### src/rtl/cpu_controller_pkg.sv
// cpu_pkg: shared encodings for the CPU controller.
//   state_t  : controller FSM states, one cycle each.
//   iclass_t : instruction class derived from opcode/op.
//   opcode/op, vsel and ALUop encodings, plus classify() used by the
//   FSM (on the word about to be decoded) and by the decoder.
package cpu_pkg;

  typedef enum logic [2:0] {
    WAIT      = 3'd0,
    DECODE    = 3'd1,
    GET_A     = 3'd2,
    GET_B     = 3'd3,
    ALU       = 3'd4,
    WRITE_RD  = 3'd5,
    WRITE_IMM = 3'd6
  } state_t;

  typedef enum logic [2:0] {
    IC_BAD     = 3'd0,
    IC_MOV_IMM = 3'd1,
    IC_MOV_REG = 3'd2,
    IC_ADD     = 3'd3,
    IC_CMP     = 3'd4,
    IC_AND     = 3'd5,
    IC_MVN     = 3'd6
  } iclass_t;

  localparam logic [2:0] OPC_ALU    = 3'b101;
  localparam logic [2:0] OPC_MOV    = 3'b110;

  localparam logic [1:0] OP_MOV_IMM = 2'b10;
  localparam logic [1:0] OP_MOV_REG = 2'b00;
  localparam logic [1:0] OP_ADD     = 2'b00;
  localparam logic [1:0] OP_CMP     = 2'b01;
  localparam logic [1:0] OP_AND     = 2'b10;
  localparam logic [1:0] OP_MVN     = 2'b11;

  localparam logic [1:0] VSEL_MDATA = 2'b00;
  localparam logic [1:0] VSEL_IMM8  = 2'b01;
  localparam logic [1:0] VSEL_PC    = 2'b10;
  localparam logic [1:0] VSEL_C     = 2'b11;

  localparam logic [1:0] ALU_ADD    = 2'b00;
  localparam logic [1:0] ALU_SUB    = 2'b01;
  localparam logic [1:0] ALU_AND    = 2'b10;
  localparam logic [1:0] ALU_NOTB   = 2'b11;

  // Map the opcode/op pair of an instruction word onto its class.
  function automatic iclass_t classify(input logic [15:0] ir);
    iclass_t c;
    c = IC_BAD;
    case (ir[15:11])
      {OPC_MOV, OP_MOV_IMM}: c = IC_MOV_IMM;
      {OPC_MOV, OP_MOV_REG}: c = IC_MOV_REG;
      {OPC_ALU, OP_ADD}:     c = IC_ADD;
      {OPC_ALU, OP_CMP}:     c = IC_CMP;
      {OPC_ALU, OP_AND}:     c = IC_AND;
      {OPC_ALU, OP_MVN}:     c = IC_MVN;
      default:               c = IC_BAD;
    endcase
    return c;
  endfunction

endpackage

### src/rtl/cpu_controller_instr_decoder.sv
// instr_decoder: purely combinational view of the instruction register.
//   i_ir        : instruction register contents
//   i_read_rn   : 1 = readnum selects Rn (GET_A), else Rm
//   i_write_rn  : 1 = writenum selects Rn (WRITE_IMM), else Rd
//   o_readnum / o_writenum : register-file addresses
//   o_sximm8 / o_sximm5    : sign-extended IR[7:0] / IR[4:0]
//   o_aluop, o_asel, o_bsel, o_shift : decoded datapath levels
module instr_decoder
  import cpu_pkg::*;
#(
  parameter int DW = 16,
  parameter int RW = 3
) (
  input  logic [15:0]   i_ir,
  input  logic          i_read_rn,
  input  logic          i_write_rn,
  output logic [RW-1:0] o_readnum,
  output logic [RW-1:0] o_writenum,
  output logic [DW-1:0] o_sximm8,
  output logic [DW-1:0] o_sximm5,
  output logic [1:0]    o_aluop,
  output logic          o_asel,
  output logic          o_bsel,
  output logic [1:0]    o_shift
);

  logic [2:0]    w_opcode;
  logic [1:0]    w_op;
  logic [RW-1:0] w_rn;
  logic [RW-1:0] w_rd;
  logic [RW-1:0] w_rm;
  logic [1:0]    w_sh;
  iclass_t       w_iclass;

  assign w_opcode = i_ir[15:13];
  assign w_op     = i_ir[12:11];
  assign w_rn     = i_ir[10:8];
  assign w_rd     = i_ir[7:5];
  assign w_sh     = i_ir[4:3];
  assign w_rm     = i_ir[2:0];
  assign w_iclass = classify(i_ir);

  assign o_sximm8   = {{(DW-8){i_ir[7]}}, i_ir[7:0]};
  assign o_sximm5   = {{(DW-5){i_ir[4]}}, i_ir[4:0]};

  assign o_readnum  = i_read_rn  ? w_rn : w_rm;
  assign o_writenum = i_write_rn ? w_rn : w_rd;

  // ALU ops carry their operation in op; MOV forms pass B through an add.
  assign o_aluop = (w_opcode == OPC_ALU) ? w_op : ALU_ADD;
  // MOV reg and MVN only use B, so A is forced to zero.
  assign o_asel  = (w_iclass == IC_MOV_REG) || (w_iclass == IC_MVN);
  assign o_bsel  = 1'b0;
  // The immediate form reuses IR[4:3] as immediate bits, not a shift.
  assign o_shift = (w_iclass == IC_MOV_IMM) ? 2'b00 : w_sh;

endmodule

### src/rtl/cpu_controller.sv
// cpu_controller: instruction register plus Moore FSM that sequences the
// datapath strobes for one instruction at a time.
//   clk, rst_n           : clock, asynchronous active-low reset
//   in, load, s          : host instruction word, IR capture, start
//   w                    : 1 = idle in WAIT
//   bad                  : one-cycle pulse in DECODE for unsupported words
//   readnum, writenum    : register-file addresses
//   write, loada/b/c/s   : register strobes
//   asel, bsel, vsel     : operand / writeback selects
//   ALUop, shift         : ALU and shifter control
//   sximm8, sximm5       : sign-extended immediates
//
// Host handshake: w acts as ready. load and s are sampled only on a clock
// edge where w=1 (state WAIT); both may be high together, in which case the
// new word is captured and decoded. Once started, w stays low until the
// instruction finishes; load/s during that time are ignored. Holding s high
// as w returns starts the next instruction on the following edge.
module cpu_controller
  import cpu_pkg::*;
#(
  parameter int DW = 16,
  parameter int RW = 3
) (
  input  logic          clk,
  input  logic          rst_n,
  input  logic [15:0]   in,
  input  logic          load,
  input  logic          s,
  output logic          w,
  output logic          bad,
  output logic [RW-1:0] readnum,
  output logic [RW-1:0] writenum,
  output logic          write,
  output logic          loada,
  output logic          loadb,
  output logic          loadc,
  output logic          loads,
  output logic          asel,
  output logic          bsel,
  output logic [1:0]    vsel,
  output logic [1:0]    ALUop,
  output logic [1:0]    shift,
  output logic [DW-1:0] sximm8,
  output logic [DW-1:0] sximm5
);

  state_t      r_state;
  logic [15:0] r_ir;
  logic        r_w;
  logic        r_bad;
  logic        r_write;
  logic        r_loada;
  logic        r_loadb;
  logic        r_loadc;
  logic        r_loads;
  logic [1:0]  r_vsel;

  state_t      w_state_nxt;
  logic [15:0] w_ir_nxt;
  iclass_t     w_iclass_nxt;

  // The word DECODE will look at: a load in WAIT takes effect on the same
  // edge that starts the instruction.
  assign w_ir_nxt     = ((r_state == WAIT) && load) ? in : r_ir;
  assign w_iclass_nxt = classify(w_ir_nxt);

  always_comb begin
    w_state_nxt = r_state;
    case (r_state)
      WAIT:   if (s) w_state_nxt = DECODE;
      DECODE: begin
        case (w_iclass_nxt)
          IC_MOV_IMM:                 w_state_nxt = WRITE_IMM;
          IC_MOV_REG, IC_MVN:         w_state_nxt = GET_B;
          IC_ADD, IC_AND, IC_CMP:     w_state_nxt = GET_A;
          default:                    w_state_nxt = WAIT;
        endcase
      end
      GET_A:     w_state_nxt = GET_B;
      GET_B:     w_state_nxt = ALU;
      ALU:       w_state_nxt = (w_iclass_nxt == IC_CMP) ? WAIT : WRITE_RD;
      WRITE_RD:  w_state_nxt = WAIT;
      WRITE_IMM: w_state_nxt = WAIT;
      default:   w_state_nxt = WAIT;
    endcase
  end

  // Outputs are registered from the next state so they line up exactly
  // with the state they belong to and drop at once on reset.
  always_ff @(posedge clk or negedge rst_n) begin
    if (!rst_n) begin
      r_state <= WAIT;
      r_ir    <= '0;
      r_w     <= 1'b1;
      r_bad   <= 1'b0;
      r_write <= 1'b0;
      r_loada <= 1'b0;
      r_loadb <= 1'b0;
      r_loadc <= 1'b0;
      r_loads <= 1'b0;
      r_vsel  <= VSEL_C;
    end else begin
      r_state <= w_state_nxt;
      r_ir    <= w_ir_nxt;
      r_w     <= (w_state_nxt == WAIT);
      r_bad   <= (w_state_nxt == DECODE) && (w_iclass_nxt == IC_BAD);
      r_loada <= (w_state_nxt == GET_A);
      r_loadb <= (w_state_nxt == GET_B);
      r_loadc <= (w_state_nxt == ALU);
      r_loads <= (w_state_nxt == ALU) && (w_ir_nxt[15:13] == OPC_ALU);
      r_write <= (w_state_nxt == WRITE_RD) || (w_state_nxt == WRITE_IMM);
      r_vsel  <= (w_state_nxt == WRITE_IMM) ? VSEL_IMM8 : VSEL_C;
    end
  end

  assign w     = r_w;
  assign bad   = r_bad;
  assign write = r_write;
  assign loada = r_loada;
  assign loadb = r_loadb;
  assign loadc = r_loadc;
  assign loads = r_loads;
  assign vsel  = r_vsel;

  instr_decoder #(
    .DW (DW),
    .RW (RW)
  ) u_decoder (
    .i_ir       (r_ir),
    .i_read_rn  (r_state == GET_A),
    .i_write_rn (r_state == WRITE_IMM),
    .o_readnum  (readnum),
    .o_writenum (writenum),
    .o_sximm8   (sximm8),
    .o_sximm5   (sximm5),
    .o_aluop    (ALUop),
    .o_asel     (asel),
    .o_bsel     (bsel),
    .o_shift    (shift)
  );

endmodule

### config.mk
export PLATFORM = sky130hd
export DESIGN_NAME = cpu_controller
export DESIGN_NICKNAME = d
export VERILOG_FILES = /design/src/rtl/cpu_controller_pkg.sv /design/src/rtl/cpu_controller_instr_decoder.sv /design/src/rtl/cpu_controller.sv
export SDC_FILE = /design/constraint.sdc
export NUM_CORES = 1
export LEC_CHECK = 0
export BUFFER_PORTS_ARGS = -buffer_cell sky130_fd_sc_hd__buf_2
export CORE_MARGIN = 8
export CORE_UTILIZATION = 42
export DETAILED_ROUTE_END_ITERATION = 8
export PLACE_DENSITY = 0.76
export SYNTH_ARGS = -nofsm -noshare
export SYNTH_HDL_FRONTEND = slang
export SYNTH_SLANG_ARGS = --single-unit
### constraint.sdc
create_clock -name clk -period 1.55 [get_ports clk]
set_input_delay 0.31 -clock clk [delete_from_list [all_inputs] [get_ports clk]]
set_output_delay 0.31 -clock clk [all_outputs]
set_load 0.005 [all_outputs]
Word-level counts from Yosys, hierarchy flattened

Index checks and enable logic that the tools add are counted.
W data, S select, Z words.

Reductions and logical operators: 10
Muxes and demuxes: 12
Eq/ne operators: 34

Operators with widths:

| operator             | count |
|---|---|
| $eq A5 B5 Y1 const B | 12 |
| $pmux W3 S6          | 2 |
| $eq A3 B3 Y1 const B | 11 |
| $eq A3 B2 Y1 const B | 7 |
| $mux W16             | 1 |
| $pmux W3 S5          | 1 |
| $eq A3 B1 Y1 const B | 4 |
| $mux W3              | 4 |
| $logic_not A3 Y1     | 3 |
| $pmux W3 S3          | 1 |
| $mux W2              | 3 |
| $logic_and A1 B1 Y1  | 3 |
| $reduce_or A3 Y1     | 1 |
| $logic_or A1 B1 Y1   | 2 |
| $reduce_or A2 Y1     | 1 |

Output and inout port bits: 53
Flip-flop bits (word level): 28

Depth between registers and ports, before layout

Gate-level depths: netlist of the first run.

Depth after elaboration: 11
Gate-level depth with buffers: 6
Mapped depth without buffers: 4

By module

A second synthesis of the first run with hierarchy kept.

Cell total of the unflattened synthesis: 142
Area total of the unflattened synthesis: 1629.1 sq um

Modules (own cells, without submodules):

| module         | times used | area an instance (sq um) | sequential area each (sq um) | cells each |
|---|---|---|---|---|
| cpu_controller | 1          | 1233.7                   | 678.2                        | 92 |
| instr_decoder  | 1          | 395.4                    | 0.0                          | 50 |

Worst setup path after synthesis of the first run

No wires, ideal clock.

Path type: flip-flop to output port
Start point: register r_state[1]
End point: output readnum[0]
Path buffers: 1
Required time: 1.240 ns
Path slack: 0.025 ns
Cell stages (with the launch flop): 4
Data arrival time: 1.215 ns
Path through: dfrtp_1 -> buf_2 -> nor3b_2 -> mux2_2

Word-level cells in the longest chain between the ends: 2

RTL lines:

| item                     | RTL line                           | source |
|---|---|---|
| start: declaration       | cpu_controller.sv:47               | `state_t r_state;` |
| start signal: assignment | cpu_controller.sv:103              | `r_state <= w_state_nxt;` |
| $eq A3 B2 Y1             | cpu_controller.sv:130              | `.i_read_rn (r_state == GET_A),` |
| $mux W3                  | cpu_controller_instr_decoder.sv:46 | `assign o_readnum = i_read_rn ? w_rn : w_rm;` |
| end: declaration         | cpu_controller.sv:31               | `output logic [RW-1:0] readnum,` |

No other way between the ends.

Worst setup path in the final report of the first run

Start point: register r_state[0]
End point: register r_ir[14]

Word-level cells in the longest chain between the ends: 3

RTL lines:

| item                   | RTL line              | source |
|---|---|---|
| $logic_not A3 Y1       | cpu_controller.sv:64  | `assign w_ir_nxt = ((r_state == WAIT) && load) ? in : r_ir;` |
| $logic_and A1 B1 Y1    | cpu_controller.sv:64  |  |
| $mux W16               | cpu_controller.sv:64  |  |
| net w_ir_nxt[14]       | cpu_controller.sv:59  | `logic [15:0] w_ir_nxt;` |
| end signal: assignment | cpu_controller.sv:104 | `r_ir <= w_ir_nxt;` |
| end: declaration       | cpu_controller.sv:48  | `logic [15:0] r_ir;` |

The timed path passes the listed nets, and every way through them passes these cells.
A chain may end at the register's enable or synchronous reset.

==> flow_summary.toml, run 1 <==
[run_status]
outcome = "finished, violations left"
violations = "negative setup slack"

[synth]
yosysTopAreaCellShare_pct = 38.8
syn_nets = 165
avgSynthCellArea_um2 = 11.1
syn_area_um2 = 1610
syn_inst = 145
synthDistinctLibCells = 35
yosysTopAreaCell = "dfrtp_1"
yosysWarnings = 0
synthTopCellsByArea = "dfrtp_1 39%, buf_4 16%, mux2_2 9.1%"
ys_seq_elements = 27
yosysSeqAreaShare_pct = 42.0

[drt]
first_iter_violations = 34
wl_um = 3700
wl_per_cell_um = 15.1
drc_errors = 0
vias_per_cell = 4.82
ant_nets = 0
via_count = 1181
firstDrtPassIters = 4

[timing]
fmax_ghz = 0.541
rsz0062_at_grt = "yes"
timing.final.ws_setup_ns = -0.298
period_needed_ns = 1.85
hold_violations = 0
setup_tns_ns = -5.77
timing.final.crit_share_pct = 119
slew_viol_final = 0
clock_skew_ns = 0.00258
worstMarginPinSlew_ns = 0.590
setup_viol = 30
slew_headroom_pct = 60.7

[global_route]
grt_pass1_wl_um = 5790
track_usage_pct = 11.6
overflow = 0
grt_max_degree = 28
antenna_found_initial = 0
grt_pass1_vias = 1195

[setup_path]
ff2ff_setup_slack_ns = -0.30
critPathLaunchType = "flip-flop"
critPathArrivalTime_ns = 2.02
r2r_start = "r_state[0]"
path_max_fanout = 4
r2r-end = "r_ir[14]"
rr_worst_depth = 8
crit_path_start = "r_state[0]"
cp.required_ns = 1.72
endpoint = "r_ir[14]"
critical_path_class = "reg -> reg"
cp-end-kind = "flip-flop"

[power_and_ir_drop]
vdd_drop_max_v = 0.00120
report.power.total_uw = 4220
power.leakage_uw = 0.00102
clockPowerShare_pct = 9.9
powerDensity_nw_per_um2 = 2070
switching_power_uw = 1580
p_seq_share_pct = 32.1
p_comb_share_pct = 58.1
power.internal_uw = 2640
switching_share_pct = 37.4

[die]
core_um2 = 3690
fp.dieArea_um2 = 6080
die_w_um = 78.0
die_h_um = 78.0
initial_utilization_pct = 43.7
io_pins = 73
fp-row-count = 22

[cells_and_area]
areaGrowthSynthToFinish_pct = 26.4
final_cell_mix = "69 x buf_2, 21 x dfrtp_1, 13 x mux2_4"
n_fill_cell = 331
n_antenna_cell = 0
final_common_cell = "buf_2"
nNetsFinal = 218
fin_area_um2 = 2040
ff_latch_area_um2 = 683
multi_input_area_um2 = 712
utilization_pct = 55.3
layout-drive-gt1-share_pct = 68.0

[clocking]
numCtsBuffers = 3
holdBufCountCts = 0
clock_latency_ns = 0.28
clockRootBuffer = "clkbuf_8"
cts_buffer_depth = 2
h-tree-depth = 1
clock-sinks = 27
cts_tree = "yes"
cts.clk_slew.worst_paths_ns = 0.10

[placement]
place_worst_setup_slack_ns = -0.0676
io_buffers = 70
placed_area_um2 = 1790
routabilityCongestion = 0.841
hpwl_um = 2740

[job]
drv_cap = 0

[worst_hold_path]
min_path_type = "in -> async"
synthesized netlist by cell type (all sizes together):
cell type and number:
o22ai 1, nor2b 4, and2 1, buf 39, nor4bb 1, nand2 9, nor3b 4, nor2 5
a2bb2oi 1, o22a 1, nand2b 2, mux2 20, nor3 3, o2bb2ai 1, dfstp 2, or2 2
nand4b 1, inv 4, nor4b 1, o31ai 1, dfrtp 25, nand3 1, o21a 1, and3 3
a21oi 4, o21ai 3, a31oi 3, conb 2
flip-flops by register name, indices dropped and copies added (netlist names):
signal	count
r_ir	16
r_state	3
bad	1
loada	1
loadb	1
loadc	1
loads	1
vsel	1
w	1
write	1
how the worst min path moves through the flow:
stage	startpoint	endpoint
floorplan	rst_n	bad
global placement	rst_n	r_ir[5]
detailed placement	rst_n	r_ir[5]
CTS	rst_n	r_ir[5]
global route	rst_n	r_ir[5]
finish	rst_n	r_ir[5]
worst max-delay path: stages (launching register included):
cell and delay [ns]:
dfrtp_1 0.41, buf_6 0.13, buf_4 0.13, buf_6 0.11, nor4b_4 0.26, buf_4 0.18, buf_6 0.11, buf_12 0.12
mux2_4 0.29
what timing repair did:
item / 4_1_cts / 5_1_grt
setup buffers: 5 / 2
cloned: 1 / 0
gates resized for setup: 13 / 22
pin swaps: 4 / 7
endpoints found under the setup margin: 12 / 33
layout make-up:
cell class / instances / area share (%)
clock inverters: 1 / 0.368
well taps: 48 / 2.95
multi-input cells: 75 / 34.9
inverters: 4 / 0.737
flip-flops and latches: 27 / 33.5
clock buffers: 3 / 2.03
repair buffers: 87 / 25.5
metrics by stage:
| stage | hold WS [ns] | cells |
|---|---|---|
| 4_1_cts | 0.0458 | 244 |
| 6_report | 0.0225 | 245 |
| 3_5_place_dp | 0.350 | 234 |
| 5_1_grt | 0.0607 | 245 |
| 3_3_place_gp | 0.338 | 234 |
| 2_1_floorplan | 0.0144 | 145 |
cells by family after synthesis:
kind of cell	share of synthesized area [%]
AND/OR/NAND/NOR	15.0
AO/OA/AOI/OAI	6.91
other	0.466
buffers and inverters	20.0
multiplexers	15.6
flip-flops	42.0
power by group through the flow:
stage / Sequential [uW] / Clock (uW) / Combinational (uW)
global route: 1420 / 450 / 2660
CTS: 1330 / 421 / 2230
floorplan: 1280 / 0 / 1750
finish: 1350 / 416 / 2450
detailed placement: 1340 / 0 / 2010
global placement: 1320 / 0 / 1990
layer usage:
metal  GRT usage, %  up-vias  wire, um
met4           3.33        0        35
met3           4.03        4       335
met1           14.0      567      1570
li1               -      559         -
met5              0        -         0
met2           19.0       51      1760
No activity file was read; power rests on OpenSTA's default activity.
==> run 2, diff against run 1 <==
--- a/config.mk
+++ b/config.mk
@@ -6,10 +6,11 @@
 export NUM_CORES = 1
 export LEC_CHECK = 0
 export BUFFER_PORTS_ARGS = -buffer_cell sky130_fd_sc_hd__buf_2
-export CORE_MARGIN = 8
 export CORE_UTILIZATION = 42
 export DETAILED_ROUTE_END_ITERATION = 8
 export PLACE_DENSITY = 0.76
+export RECOVER_POWER = 50
+export SKIP_LAST_GASP = 1
 export SYNTH_ARGS = -nofsm -noshare
 export SYNTH_HDL_FRONTEND = slang
 export SYNTH_SLANG_ARGS = --single-unit
==> run 2 against run 1 <==
  * The flow finishes with violations (design-rule violations, negative setup slack)
  * Cell area grew 1.8%
  * Non-clock buffer count grew 6
  * Setup slack gained 0.015 ns
  * Worst hold slack gained 0.23 ns
  * First-iteration DRC count grew 15%
  * Sequential cell count is the same
  * Sequential power is essentially flat
  * Clock skew grew 0.0036 ns
  * Critical path type is now reg -> out
  * Largest power group unchanged
==> flow_summary.toml, run 2 (synthesis gave the netlist of run 1 again) <==
[run_status]
outcome = "finished, violations left"
violations = "design-rule violations, negative setup slack"

[die]
fp.dieArea_um2 = 4090
io_pins = 73
die_h_um = 64.0
die_w_um = 64.0
core_um2 = 3660
initial_utilization_pct = 44.1
fp-row-count = 22

[cells_and_area]
final_common_cell = "buf_2"
n_antenna_cell = 0
fin_area_um2 = 2080
utilization_pct = 56.7
final_cell_mix = "69 x buf_2, 21 x dfrtp_1, 15 x buf_4"
reg_top3 = "r_ir x16, r_state x3"
nNetsFinal = 224
areaGrowthSynthToFinish_pct = 28.7
final_cells = 251
n_fill_cell = 301
largest_reg_flops = 16
layout-drive-gt1-share_pct = 68.5
regMostFlops = "r_ir"

[global_route]
grt_pass1_vias = 1169
use_met3_pct = 1.43
grtUsageMet1_pct = 19.3
track_usage_pct = 17.2
met2_usage_pct = 31.5
grt_max_degree = 28
grt.busiest_layer = "met2"
antenna_found_initial = 0
overflow = 0
grt_pass1_wl_um = 5380

[clocking]
h-tree-depth = 1
cts.clk_slew.worst_paths_ns = 0.10
clock-sinks = 27
clock_latency_ns = 0.28
numCtsBuffers = 3
holdBufCountCts = 0
cts_tree = "yes"
cts_buffer_depth = 2
clockRootBuffer = "clkbuf_8"

[timing]
slew_headroom_pct = 6.03
timing.final.ws_setup_ns = -0.283
slew_viol_final = 0
period_needed_ns = 1.83
hold_violations = 0
worstMarginPinSlew_ns = 1.41
setup_viol = 28
timing.final.crit_share_pct = 118
rsz0062_at_grt = "yes"
clock_skew_ns = 0.00618
fin_hold_ws_ns = 0.250
fmax_ghz = 0.546

[setup_path]
cp.required_ns = 1.24
path_cells = "buf_6 > nor3b_4 > mux2_2 > buf_2"
path_buf_inv = 2
worst_path_largest_cell_delay_ns = 0.39
cp-end-kind = "output port"
path_max_fanout = 3
r2r_start = "r_state[0]"
critical_path_class = "reg -> out"
critPathTopFamily = "flip-flops"
crit_path_start = "r_state[0]"
critPathLaunchType = "flip-flop"
crit_slowest_cell = "dfrtp_1"
critPathArrivalTime_ns = 1.52

[placement]
routabilityCongestion = 0.898
hpwl_um = 2400
placed_area_um2 = 1830
place_inst = 237
io_buffers = 70

[worst_hold_path]
hp-start = "in[12]"
min_path_type = "in -> reg"

[drt]
via_count = 1218
firstDrtPassIters = 7
first_iter_violations = 39
ant_nets = 0
vias_per_cell = 4.85
drc_errors = 2
wl_per_cell_um = 12.9
wl_um = 3240

[power_and_ir_drop]
power.leakage_uw = 0.00105
powerDensity_nw_per_um2 = 2050
vdd_drop_max_v = 0.000784

[job]
drv_cap = 0
run 2: final cells by class:
type	instances	area, um2	area share (%)
flip-flops and latches	27	683	32.9
well taps	48	60.1	2.89
clock buffers	3	41.3	1.99
inverters	4	15.0	0.723
multi-input cells	75	716	34.5
clock inverters	1	7.51	0.362
repair buffers	93	553	26.6
run 2: timing repair:
action / CTS / global route
resized for setup: 20 / 14
endpoints found under the setup margin: 20 / 34
pin swaps: 6 / 9
setup buffers: 8 / 4
run 2: worst paths after layout:
path | end | slack [ns] | depth (start not counted)
worst max-delay path | readnum[0] | -0.28 | 4
worst min-delay path | r_ir[12] | 0.25 | 3
worst max register to register | bad | -0.12 | 6
worst min register to register | r_ir[6] | 0.55 | 1
max in group asynchronous | r_state[1] | 0.29 | 1
min in group asynchronous | write | 0.34 | 1
run 2: metal layers:
metal | part of all wire (%) | up-vias
met5 | 0 | -
met4 | 1.4 | 0
met3 | 4.8 | 4
met2 | 55 | 49
met1 | 39 | 588
li1 | - | 577
run 2: metrics by stage:
stage / total power (uW) / setup WS [ns] / setup TNS [ns]
after floorplan: 3030 / 0.0250 / 0
after global placement: 3330 / 0.000435 / 0
after detailed placement: 3380 / -0.0272 / -0.125
after CTS: 4120 / -0.296 / -5.03
after global routing: 4560 / -0.353 / -5.14
final: 4250 / -0.283 / -2.45
run 2: worst register-to-register path, delay by kind of cell (launching register included):
kind                   cells  cell delay (ns)
AOI/OAI and AO/OA          1             0.18
buffers and inverters      3             0.53
DFF                        1             0.36
and+or+nand+nor            2             0.52
run 2: power by group:
| group | switching [uW] | internal, uW |
|---|---|---|
| Sequential | 304 | 1030 |
| Clock | 230 | 183 |
| Combinational | 1030 | 1480 |
